$ cat src/rtl/qspi_pkg.sv
// Shared definitions for the QSPI execute-in-place reader.
//   qspi_state_e   : controller FSM states
//   QSPI_OPCODE    : Fast Read Quad I/O opcode sent at the start of every burst
//   QSPI_MODE_BITS : nibble driven during the mode-bit part of the dummy phase
//   max3()         : elaboration-time helper for sizing the phase counter
package qspi_pkg;

    typedef enum logic [2:0] {
        ST_IDLE  = 3'd0,
        ST_CMD   = 3'd1,
        ST_ADDR  = 3'd2,
        ST_DUMMY = 3'd3,
        ST_DATA  = 3'd4,
        ST_CSH   = 3'd5
    } qspi_state_e;

    localparam logic [7:0] QSPI_OPCODE    = 8'hEB;
    localparam logic [3:0] QSPI_MODE_BITS = 4'h0;

    function automatic int unsigned max3(input int unsigned a,
                                         input int unsigned b,
                                         input int unsigned c);
        int unsigned m;
        m = (a > b) ? a : b;
        return (m > c) ? m : c;
    endfunction

endpackage

$ cat src/rtl/qspi_nibble_asm.sv
// Collects 8 sampled nibbles into one 32-bit word, byte little-endian:
// nibble 2j lands in bits [8j+7:8j+4], nibble 2j+1 in bits [8j+3:8j].
//   clk, rst_n  : clock, asynchronous active-low reset
//   clr         : restart assembly at nibble 0
//   sample_en   : capture nib_i this cycle
//   nib_i       : sampled IO nibble
//   word_o      : assembled word (valid when word_done_o is high)
//   word_done_o : one-cycle strobe, high the cycle after the 8th nibble
module qspi_nibble_asm (
    input  logic        clk,
    input  logic        rst_n,
    input  logic        clr,
    input  logic        sample_en,
    input  logic [3:0]  nib_i,
    output logic [31:0] word_o,
    output logic        word_done_o
);

    logic [2:0] idx_q, idx_d;
    logic       done_q, done_d;

    always_comb begin
        idx_d  = idx_q;
        done_d = 1'b0;
        if (clr) begin
            idx_d = 3'd0;
        end else if (sample_en) begin
            idx_d  = idx_q + 3'd1;
            done_d = (idx_q == 3'd7);
        end
    end

    always_ff @(posedge clk or negedge rst_n) begin
        if (!rst_n) begin
            idx_q  <= 3'd0;
            done_q <= 1'b0;
        end else begin
            idx_q  <= idx_d;
            done_q <= done_d;
        end
    end

    for (genvar gi = 0; gi < 8; gi++) begin : g_slot
        logic [3:0] slot_q, slot_d;

        assign slot_d = (sample_en && !clr && idx_q == 3'(gi)) ? nib_i : slot_q;

        always_ff @(posedge clk or negedge rst_n) begin
            if (!rst_n) begin
                slot_q <= 4'h0;
            end else begin
                slot_q <= slot_d;
            end
        end

        // Even nibbles are the high half of their byte.
        assign word_o[8*(gi/2) + ((gi % 2 == 0) ? 4 : 0) +: 4] = slot_q;
    end

    assign word_done_o = done_q;

endmodule

$ cat src/rtl/qspi_xip_reader.sv
// QSPI flash XIP burst reader (opcode EB, quad address/data, SPI mode 0, SCK = clk/2).
//   clk, reset       : clock, asynchronous active-low reset (release synchronised)
//   start/addr/len   : burst request; len is words minus one; captured on accept
//   abort            : end the active burst, go straight to CS-high hold
//   busy             : high from accept until the CS-high hold completes
//   rd_data/rd_valid : assembled 32-bit word and its one-cycle qualifier
//   done             : one-cycle pulse with the final word of a complete burst
//   spi_*            : flash pins; spi_io_i is sampled as SCK falls
module qspi_xip_reader
    import qspi_pkg::*;
#(
    parameter int ADDR_W       = 24,
    parameter int DUMMY_CYCLES = 6,
    parameter int CMD_QUAD     = 0,
    parameter int LEN_W        = 4,
    parameter int CS_HIGH_CLKS = 4
) (
    input  logic              clk,
    input  logic              reset,
    input  logic              start,
    input  logic [ADDR_W-1:0] addr,
    input  logic [LEN_W-1:0]  len,
    input  logic              abort,
    output logic              busy,
    output logic [31:0]       rd_data,
    output logic              rd_valid,
    output logic              done,
    output logic              spi_cs_n,
    output logic              spi_sck,
    output logic [3:0]        spi_io_o,
    output logic [3:0]        spi_io_oe,
    input  logic [3:0]        spi_io_i
);

    localparam int unsigned CMD_SCK  = (CMD_QUAD != 0) ? 2 : 8;
    localparam int unsigned ADDR_NIB = ADDR_W / 4;
    localparam int unsigned CNT_MAX  = max3(ADDR_NIB, 15, 8 * (1 << LEN_W));
    localparam int unsigned CNT_W    = $clog2(CNT_MAX + 1);

    localparam logic [CNT_W-1:0] CNT_CMD   = CNT_W'(CMD_SCK - 1);
    localparam logic [CNT_W-1:0] CNT_ADDR  = CNT_W'(ADDR_NIB - 1);
    localparam logic [CNT_W-1:0] CNT_DUMMY = CNT_W'((DUMMY_CYCLES > 0) ? DUMMY_CYCLES - 1 : 0);
    localparam logic [CNT_W-1:0] CNT_CSH   = CNT_W'(CS_HIGH_CLKS - 1);

    // Reset: asserts immediately, releases two clk edges later.
    logic [1:0] rst_sync_q, rst_sync_d;
    logic       rst_n;

    assign rst_sync_d = {rst_sync_q[0], 1'b1};
    always_ff @(posedge clk or negedge reset) begin
        if (!reset) begin
            rst_sync_q <= 2'b00;
        end else begin
            rst_sync_q <= rst_sync_d;
        end
    end
    assign rst_n = rst_sync_q[1];

    qspi_state_e       state_q, state_d;
    logic [CNT_W-1:0]  cnt_q, cnt_d;
    logic              sck_q, sck_d, cs_n_q, cs_n_d, tail_q, tail_d;
    logic [ADDR_W-1:0] addr_q, addr_d, addr_shift;
    logic [LEN_W-1:0]  len_q, len_d;
    logic [3:0]        io_o_q, io_o_d, io_oe_q, io_oe_d;
    logic [31:0]       rd_data_q, rd_data_d;
    logic              rd_valid_q, rd_valid_d, done_q, done_d;
    logic              active, kill, fall, sample_en, asm_clr;
    logic [31:0]       asm_word;
    logic              asm_done;

    assign active = (state_q inside {ST_CMD, ST_ADDR, ST_DUMMY, ST_DATA});
    assign kill   = active && abort;
    assign fall   = sck_q;      // this edge drives SCK low

    always_comb begin
        state_d   = state_q;
        cnt_d     = cnt_q;
        tail_d    = tail_q;
        addr_d    = addr_q;
        len_d     = len_q;
        sample_en = 1'b0;
        asm_clr   = 1'b0;
        // SCK toggles through every transfer phase; tail_q marks the wait
        // after the last data nibble where the bus stays idle.
        sck_d     = (active && !tail_q) ? ~sck_q : 1'b0;

        case (state_q)
            ST_IDLE: begin
                tail_d = 1'b0;
                if (start && !abort) begin
                    state_d = ST_CMD;
                    cnt_d   = CNT_CMD;
                    addr_d  = addr;
                    len_d   = len;
                    asm_clr = 1'b1;
                end
            end
            ST_CMD: if (fall) begin
                if (cnt_q == '0) begin
                    state_d = ST_ADDR;
                    cnt_d   = CNT_ADDR;
                end else begin
                    cnt_d = cnt_q - 1'b1;
                end
            end
            ST_ADDR: if (fall) begin
                if (cnt_q == '0) begin
                    if (DUMMY_CYCLES > 0) begin
                        state_d = ST_DUMMY;
                        cnt_d   = CNT_DUMMY;
                    end else begin
                        state_d = ST_DATA;
                        cnt_d   = CNT_W'({len_q, 3'b111});
                    end
                end else begin
                    cnt_d = cnt_q - 1'b1;
                end
            end
            ST_DUMMY: if (fall) begin
                if (cnt_q == '0) begin
                    state_d = ST_DATA;
                    cnt_d   = CNT_W'({len_q, 3'b111});
                end else begin
                    cnt_d = cnt_q - 1'b1;
                end
            end
            ST_DATA: begin
                if (tail_q) begin
                    // Leave once the final word has been presented with done.
                    if (done_q) begin
                        state_d = ST_CSH;
                        cnt_d   = CNT_CSH;
                        tail_d  = 1'b0;
                    end
                end else if (fall) begin
                    sample_en = 1'b1;
                    if (cnt_q == '0) begin
                        tail_d = 1'b1;
                    end else begin
                        cnt_d = cnt_q - 1'b1;
                    end
                end
            end
            ST_CSH: begin
                if (cnt_q == '0) begin
                    state_d = ST_IDLE;
                end else begin
                    cnt_d = cnt_q - 1'b1;
                end
            end
            default: state_d = ST_IDLE;
        endcase

        if (kill) begin
            state_d   = ST_CSH;
            cnt_d     = CNT_CSH;
            sck_d     = 1'b0;
            tail_d    = 1'b0;
            sample_en = 1'b0;
        end

        cs_n_d = !(state_d inside {ST_CMD, ST_ADDR, ST_DUMMY, ST_DATA});

        // IO drive follows the phase/count being entered, so it changes only
        // on the edges that lower SCK (and on the accept edge).
        addr_shift = addr_d >> {cnt_d, 2'b00};
        io_o_d     = 4'h0;
        io_oe_d    = 4'h0;
        case (state_d)
            ST_CMD: begin
                io_oe_d = 4'hF;
                if (CMD_QUAD != 0) begin
                    io_o_d = cnt_d[0] ? QSPI_OPCODE[7:4] : QSPI_OPCODE[3:0];
                end else begin
                    io_o_d = {3'b111, QSPI_OPCODE[cnt_d[2:0]]};
                end
            end
            ST_ADDR: begin
                io_oe_d = 4'hF;
                io_o_d  = addr_shift[3:0];
            end
            ST_DUMMY: begin
                io_o_d  = QSPI_MODE_BITS;
                // Mode bits occupy the first two dummy SCK, then turnaround.
                io_oe_d = (int'(cnt_d) + 2 >= DUMMY_CYCLES) ? 4'hF : 4'h0;
            end
            default: ;
        endcase

        rd_valid_d = asm_done && (state_q == ST_DATA) && !kill;
        done_d     = rd_valid_d && tail_q;
        rd_data_d  = rd_valid_d ? asm_word : rd_data_q;
    end

    always_ff @(posedge clk or negedge rst_n) begin
        if (!rst_n) begin
            state_q    <= ST_IDLE;
            cnt_q      <= '0;
            sck_q      <= 1'b0;
            cs_n_q     <= 1'b1;
            tail_q     <= 1'b0;
            addr_q     <= '0;
            len_q      <= '0;
            io_o_q     <= 4'h0;
            io_oe_q    <= 4'h0;
            rd_data_q  <= 32'h0;
            rd_valid_q <= 1'b0;
            done_q     <= 1'b0;
        end else begin
            state_q    <= state_d;
            cnt_q      <= cnt_d;
            sck_q      <= sck_d;
            cs_n_q     <= cs_n_d;
            tail_q     <= tail_d;
            addr_q     <= addr_d;
            len_q      <= len_d;
            io_o_q     <= io_o_d;
            io_oe_q    <= io_oe_d;
            rd_data_q  <= rd_data_d;
            rd_valid_q <= rd_valid_d;
            done_q     <= done_d;
        end
    end

    qspi_nibble_asm u_asm (
        .clk         (clk),
        .rst_n       (rst_n),
        .clr         (asm_clr),
        .sample_en   (sample_en),
        .nib_i       (spi_io_i),
        .word_o      (asm_word),
        .word_done_o (asm_done)
    );

    assign busy      = (state_q != ST_IDLE);
    assign rd_data   = rd_data_q;
    assign rd_valid  = rd_valid_q;
    assign done      = done_q;
    assign spi_cs_n  = cs_n_q;
    assign spi_sck   = sck_q;
    assign spi_io_o  = io_o_q;
    assign spi_io_oe = io_oe_q;

endmodule

$ cat config.mk
export PLATFORM = sky130hd
export DESIGN_NAME = qspi_xip_reader
export DESIGN_NICKNAME = d
export VERILOG_FILES = /design/src/rtl/qspi_pkg.sv /design/src/rtl/qspi_nibble_asm.sv /design/src/rtl/qspi_xip_reader.sv
export SDC_FILE = /design/constraint.sdc
export NUM_CORES = 1
export LEC_CHECK = 0
export ABC_AREA = 1
export CORE_ASPECT_RATIO = 0.6
export CORE_MARGIN = 4
export CORE_UTILIZATION = 40
export DETAILED_ROUTE_END_ITERATION = 10
export DONT_BUFFER_PORTS = 1
export PLACE_DENSITY = 0.65
export SETUP_SLACK_MARGIN = 0.2
export SYNTH_ARGS = -nofsm -noshare
export SYNTH_HDL_FRONTEND = slang
export SYNTH_SLANG_ARGS = --single-unit
$ cat constraint.sdc
create_clock -name clk -period 5 [get_ports clk]
set_input_delay 0.5 -clock clk [delete_from_list [all_inputs] [get_ports clk]]
set_output_delay 0.5 -clock clk [all_outputs]
set_load 0.02 [all_outputs]
==> results.md, run 1 <==
- Number of buffers created by CTS: 17
- Launch point of the worst path: cnt_q[0]
- Critical path buffer and inverter count: 2
- Worst min-delay path startpoint: len[1]
- Combined flip-flop and latch cell area: roughly 0.003 mm²
- Cell mode on critical path: sky130_fd_sc_hd__nand2_1
- Initial antenna violation count: 0
- Critical setup path kind: flop to flop
- Synth Warn #: 0
- Maximum VDD drop: 197 µV
- Proportion of netlist area held by the largest area contributor: a little over half
- Avg WL per Cell: 15.7 µm
- GR peak layer: met1
- Global-route congestion overflow total: 0
- Number of DRC violations after detailed-routing iteration 0: ~330
- Maximum number of buffers from clock root to sink: 2
- Worst clock skew on the final layout: ~0.011 ns
- Number of slew-limit violations in the final report: 0
- Met3 layer usage reported by global route: roughly 7%
- Starting Density: a little over 40%
- Register bit count reported by yosys: between 100 and 150
- Average footprint of a synthesized cell: between 7 and 8 µm²
- Total global-route track usage: approximately a fifth
- Post-detail-place hpwl: roughly 11,000 µm
- Post-route setup TNS: 0 ns
- Max-slew headroom at the worst pin: 35.2%
- Final setup violation count: 0
- Cells resized by post-CTS repair: 0
- CTS clk-pin slew, worst paths: around 0.050 ns
- Total power: around 2.3 mW
- Instance count of the mapped netlist: around 700
- Max Fanout on Critical Path: 20
- Final hold violations: 0
- Maximum clock frequency: between 0.3 and 0.4 GHz
- Worst EP required: ~5.3 ns
- Sequential element share of the synthesized area: a little over half
- Global-route wire length before repair: approximately 24,000 µm
- Number of antenna-violating nets in the routed design: 0
- Yosys cell types: 36
- Critical Path Start Type: flop
- Total DRC errors in the routed layout: 0
- Width of the die: ~160 µm
- Pin slew with the least headroom to its limit: between 0.9 and 1 ns
- Type of element capturing the critical path: flop
- Tightest Hold Check Type: primary input to flop
- Power density over the cells: ~350 mW/mm²
- DR pass1 iterations: 5
- Cell chosen for the clock root: sky130_fd_sc_hd__clkbuf_16
- Total area of multi-input combinational cells: roughly 0.0023 mm²
- Synthesized cell area: 0.00567 mm²
- Area of the core: approximately 0.014 mm²
- Status: complete, no violations
- Count of inserted antenna diode cells: 0
- CTS tree: built
- Worst-skew pair later-pin latency: just over 0.4 ns
- Area contributors post-synth: sky130_fd_sc_hd__dfrtp_1 52%, sky130_fd_sc_hd__nand2_1 21%, sky130_fd_sc_hd__nand3_1 4.4%
- Boundary pin count: just over 80
- Leading cell type by number of instances after synthesis: sky130_fd_sc_hd__nand2_1
- Leading cell types by count after synthesis: 313 x sky130_fd_sc_hd__nand2_1, 118 x sky130_fd_sc_hd__dfrtp_1, 55 x sky130_fd_sc_hd__inv_1, 50 x sky130_fd_sc_hd__nand3_1, 43 x sky130_fd_sc_hd__o21ai_0
- Layout cells sized above 1: around 10%
- GRT met1 Usage: ~29%
- Chip Height: around 100 µm
- Final worst-path cycle share: between 50 and 60%
- Signed area change from the synthesized netlist to the final layout: 13.7%
- Input/output buffers: 0
- Setup repair after global routing missed its margin: no
- Worst stage delay on the critical path: a little over 0.4 ns
- Sink count of the clock tree: 119
- Final RePlAce weighted congestion: 0.932
- M2 GR Usage: about a quarter
- Net count after synthesis: approximately 760
- Total routed wirelength: around 14,000 µm
- Number of flops mapped to enable cells by yosys: 0
- Cell chain of the critical path: inv_1 -> ha_1 -> nand2_1 -> nor2_1 -> nand2_2 -> ha_1 -> inv_1 -> nand2_1 -> nand2_1 -> nor2_2 -> nor2_4 -> nand2_2 -> o21ai_1 -> nand2_1 -> nand3_1 -> nand2_1 -> nand3_1 -> nand2_1
- Layout filler cell count: approximately 1,400
- Leading register cell type out of synthesis: sky130_fd_sc_hd__dfrtp_1
- Tightest hold margin: about 0.21 ns
- Reg2reg start: cnt_q[0]
- Share of synthesized flip-flops with an asynchronous set or reset: 100%
- CP delay by family, top: simple AND/OR/NAND/NOR gates
- Number of nets at the end of the flow: 766
- Data arrival, critical path: 3.13 ns
- Die area: between 0.015 and 0.02 mm²
- Via count of the first global-routing pass: 4,297
- Mean number of vias per cell: approximately 5
- Reported leakage power: ~3.5 nW
- Number of standard-cell rows in the floorplan: 33
- Highest-delay cell along the critical path: sky130_fd_sc_hd__dfrtp_1
- Max-cap violations: 0
- Area leader, netlist: sky130_fd_sc_hd__dfrtp_1
- Clock period minus worst slack: about 2.8 ns
- Total number of vias: between 4,000 and 5,000
- H-tree depth: 4
- Maximum number of pins on one net before global-route repair: 72
[worst paths after layout]
path	endpoint	slack (ns)	cells after the start
worst min-delay path	len_q[1]	0.21	2
worst min register to register	rd_data[7]	0.33	0
min in group asynchronous	rst_sync_q[1]	0.33	1
worst max register to register	spi_io_o[0]	2.16	18
max in group asynchronous	state_q[0]	3.34	1
worst max-delay path	spi_io_o[0]	2.16	18
[layer usage]
layer  share of wire, %  routed length [µm]  vias to the layer above
met3                8.1                1170                       13
met4               0.93                 134                        0
met5                  0                   0                        -
met2                 38                5500                      126
met1                 53                7680                     2113
li1                   -                   -                     2259
[layout by cell type, fill, tap and decap left out, types with 4 or more instances in the layout]
cell / count
sky130_fd_sc_hd__inv_1: 55
sky130_fd_sc_hd__dfrtp_1: 117
sky130_fd_sc_hd__nand2_2: 6
sky130_fd_sc_hd__nor2_2: 6
sky130_fd_sc_hd__nand3_1: 50
sky130_fd_sc_hd__nor2_1: 27
sky130_fd_sc_hd__inv_2: 13
sky130_fd_sc_hd__nand2_1: 313
sky130_fd_sc_hd__or2_2: 4
sky130_fd_sc_hd__ha_1: 9
sky130_fd_sc_hd__o21ai_1: 14
sky130_fd_sc_hd__and2_1: 4
sky130_fd_sc_hd__o21ai_0: 43
sky130_fd_sc_hd__a21oi_1: 7
sky130_fd_sc_hd__clkbuf_16: 17
sky130_fd_sc_hd__nand4_1: 6
[where the power goes]
part | switching [mW] | internal [mW] | total (mW)
sequential | 0.0113 | 0.975 | 0.987
combinational | 0.0340 | 0.0120 | 0.0460
clock | 0.438 | 0.808 | 1.25
[state kept, by name, indices dropped and copies added (netlist names), 2 cells and up]
| name | cells |
|---|---|
| addr_q | 24 |
| cnt_q | 8 |
| spi_io_o | 4 |
| u_asm.idx_q | 3 |
| state_q | 3 |
| len_q | 4 |
| u_asm.g_slot.slot_q | 32 |
| rst_sync_q | 2 |
| rd_data | 32 |
[cell families (layout without fill, tap and decap cells)]
kind of cell               Yosys count  in the layout  share of synthesized area (%)
AOI/OAI and AO/OA                   69             69                           6.44
buffers and inverters               87            104                           6.38
adders and majority gates            9              9                           1.99
other                                1              1                         0.0661
DFF                                119            119                           52.5
and+or+nand+nor                    431            431                           32.6
[repair_timing]
action	CTS	global route
buffers inserted	0	0
hold endpoints to repair	2	0
setup endpoints to repair	0	0
hold buffers	1	0
[stage by stage]
| stage | instances | setup WS [ns] | instance area, µm² | utilization (%) |
|---|---|---|---|---|
| floorplan | 716 | 1.44 | 5670 | - |
| global placement | 893 | 2.32 | 5830 | 42.4 |
| detailed placement | 893 | 2.22 | 5830 | 42.4 |
| CTS | 925 | 2.21 | 6450 | 46.9 |
| global route | 925 | 1.81 | 6450 | 46.9 |
| finish | 925 | 2.16 | 6450 | 46.9 |
[final cells by class]
type / instances / area share (%)
well taps: 192 / 3.73
flip-flops and latches: 119 / 46.3
multi-input cells: 510 / 36.1
clock inverters: 11 / 2.31
inverters: 70 / 4.08
clock buffers: 20 / 7.08
repair buffers: 3 / 0.388
Note: power is estimated with default switching activity, not from simulation.
==> inputs of run 2 (changes only) <==
Settings changed: PLACE_DENSITY 0.65 to 0.67.
Clock period 5 ns to 2.43 ns, I/O delays scaled along.
==> run 2 against run 1 <==
Against the previous run:
- critical path depth is 3 higher
- final cell count rose by 4.0%
- register-to-register slack got worse by 1.9 ns
- setup slack worse by 1.9 ns
- global-route usage grew 0.53 points
- hold slack lost 0.21 ns
- utilization increased by 3.6 points
- total power increased by 110%
- critical path type unchanged
- largest power group unchanged
- highest routed layer unchanged
==> results.md, run 2 (same netlist as run 1, synthesis figures left out) <==
- Type of element capturing the critical path: flop
- Total DRC errors in the routed layout: 0
- Post-route setup TNS: 0 ns
- Number of slew-limit violations in the final report: 0
- DR pass1 iterations: 5
- Maximum clock frequency: 0.450 GHz
- Number of DRC violations after detailed-routing iteration 0: between 400 and 500
- Worst-case hold path end point: addr_q[6]
- Worst clock skew on the final layout: 0.0102 ns
- Number of antenna-violating nets in the routed design: 0
- Most common cell after layout, fill and taps aside: sky130_fd_sc_hd__nand2_1
- Starting Density: between 40% and 50%
- Final worst-path cycle share: 91.4%
- Worst-skew pair later-pin latency: 0.41 ns
- Highest-delay cell along the critical path: sky130_fd_sc_hd__dfrtp_1
- Core occupancy in the finished layout: 50.5%
- Critical setup path kind: flop to flop
- Number of buffers created by CTS: 17
- Global-route wire length before repair: between 20,000 and 25,000 µm
- Layout cells sized above 1: about 16%
- Count of inserted antenna diode cells: 0
- H-tree depth: 4
- CTS tree: built
- Number of standard-cell rows in the floorplan: 33
- Cell chosen for the clock root: sky130_fd_sc_hd__clkbuf_16
- Clock period minus worst slack: 2.22 ns
- Mean number of vias per cell: about 4.9
- Width of the die: about 160 µm
- Boundary pin count: slightly above 80
- Reg2reg start: cnt_q[1]
- Via count of the first global-routing pass: 4,561
- Pin slew with the least headroom to its limit: about 0.70 ns
- Cell chain of the critical path: inv_2 -> ha_4 -> nand2_2 -> nor2_4 -> nand2_2 -> ha_4 -> inv_2 -> nand2_1 -> nand2_1 -> nor2_2 -> nor2_4 -> buf_12 -> nand2_8 -> nand2_2 -> nand2_2 -> inv_2 -> nand2_1 -> nand3_1 -> nand2_1 -> nand3_1 -> nand2_1
- Signed area change from the synthesized netlist to the final layout: 22.3%
- Worst min-delay path startpoint: addr[6]
- Total number of vias: around 4,700
- Total power: around 5 mW
- Global-route congestion overflow total: 0
- Post-detail-place hpwl: 10,500 µm
- Maximum number of buffers from clock root to sink: 2
- Number of nets at the end of the flow: approximately 800
- Setup repair after global routing missed its margin: yes
- Data arrival, critical path: approximately 2.5 ns
- Max Fanout on Critical Path: 7
- Worst R2R Setup Slack: about 0.21 ns
- Initial antenna violation count: 0
- Worst Hold Depth: 2
- Critical Path Start Type: flop
- Power density over the cells: between 700 and 800 mW/mm²
- Final setup violation count: 0
- Maximum number of pins on one net before global-route repair: 44
- Reported leakage power: around 3.7 nW
- Max-cap violations: 0
- Die area: about 0.016 mm²
- Worst stage delay on the critical path: 0.38 ns
- DP Worst Slack: approximately 0.014 ns
- Total routed wirelength: 14,800 µm
- Chip Height: 100 µm
- Maximum VDD drop: a little over 500 µV
- Input/output buffers: 0
- Worst EP required: 2.72 ns
- Final RePlAce weighted congestion: 0.960
- Status: complete, no violations
- CTS clk-pin slew, worst paths: about 0.060 ns
- Avg WL per Cell: 15.4 µm
- Tightest Hold Check Type: primary input to flop
- Sink count of the clock tree: 119
- Top library cells by usage in the layout, fill and taps aside: 305 x sky130_fd_sc_hd__nand2_1, 116 x sky130_fd_sc_hd__dfrtp_1, 52 x sky130_fd_sc_hd__inv_1
- Cell mode on critical path: sky130_fd_sc_hd__nand2_1
- Total global-route track usage: a little under a fifth
- Capture point of the worst reg-to-reg path: spi_io_o[3]
- R2R depth: 21
- Max-slew headroom at the worst pin: a little over half
- Final worst setup slack: about 0.21 ns
- Area of the core: between 0.01 and 0.015 mm²
- Final hold violations: 0
-- run 2: what timing repair did --
action | in CTS | in global routing
pin swaps | 12 | 9
setup buffers | 3 | 0
gates resized for setup | 12 | 15
hold buffers | 16 | 0
endpoints found under the hold margin | 17 | 0
cloned | 2 | 0
setup endpoints to repair | 4 | 7
-- run 2: power by group --
part / total, mW / switching, mW / internal [mW]
combinational: 0.125 / 0.0785 / 0.0467
sequential: 2.03 / 0.0214 / 2.01
clock: 2.73 / 0.985 / 1.74
-- run 2: critical path: cells and delay by family, from the launching register on --
family	cells	cell delay, ns
DFF	1	0.38
and+or+nand+nor	15	1.04
adders and majority gates	2	0.36
buffers and inverters	4	0.32
-- run 2: how the worst max path moves through the flow --
| stage | start | end | depth (start not counted) |
|---|---|---|---|
| 2_1_floorplan | cnt_q[0] | spi_io_o[0] | 19 |
| 3_5_place_dp | cnt_q[1] | spi_io_o[0] | 18 |
| 3_3_place_gp | cnt_q[1] | spi_io_o[3] | 18 |
| 4_1_cts | cnt_q[0] | spi_io_o[0] | 20 |
| 5_1_grt | cnt_q[1] | spi_io_o[2] | 20 |
| 6_report | cnt_q[1] | spi_io_o[3] | 21 |
-- run 2: through the flow --
stage,hold WS [ns],cells,area (µm²)
after floorplan,-0.0526,716,5700
after global placement,-0.0525,909,5990
after detailed placement,-0.0525,909,5990
after CTS,0.00359,962,6890
after global routing,0.0200,962,6940
final,0.00407,962,6940
-- run 2: metal layers --
metal  share of wire (%)  routed length [µm]  up-vias  track usage, %
met3                  11                1560       11            6.16
met4                0.76                 113        0            4.81
met2                  39                5740      208            25.5
li1                    -                   -     2328               -
met1                  50                7400     2190            29.7
met5                   0                   0        -               0
-- run 2: area by class of cell --
cell class / count / area, µm²
Sequential cell: 119 / 2980
Clock inverter: 15 / 215
Fill cell: 1286 / 6810
Clock buffer: 17 / 425
Timing Repair Buffer: 37 / 343
Inverter: 70 / 263
Tap cell: 192 / 240
Multi-Input combinational cell: 512 / 2470
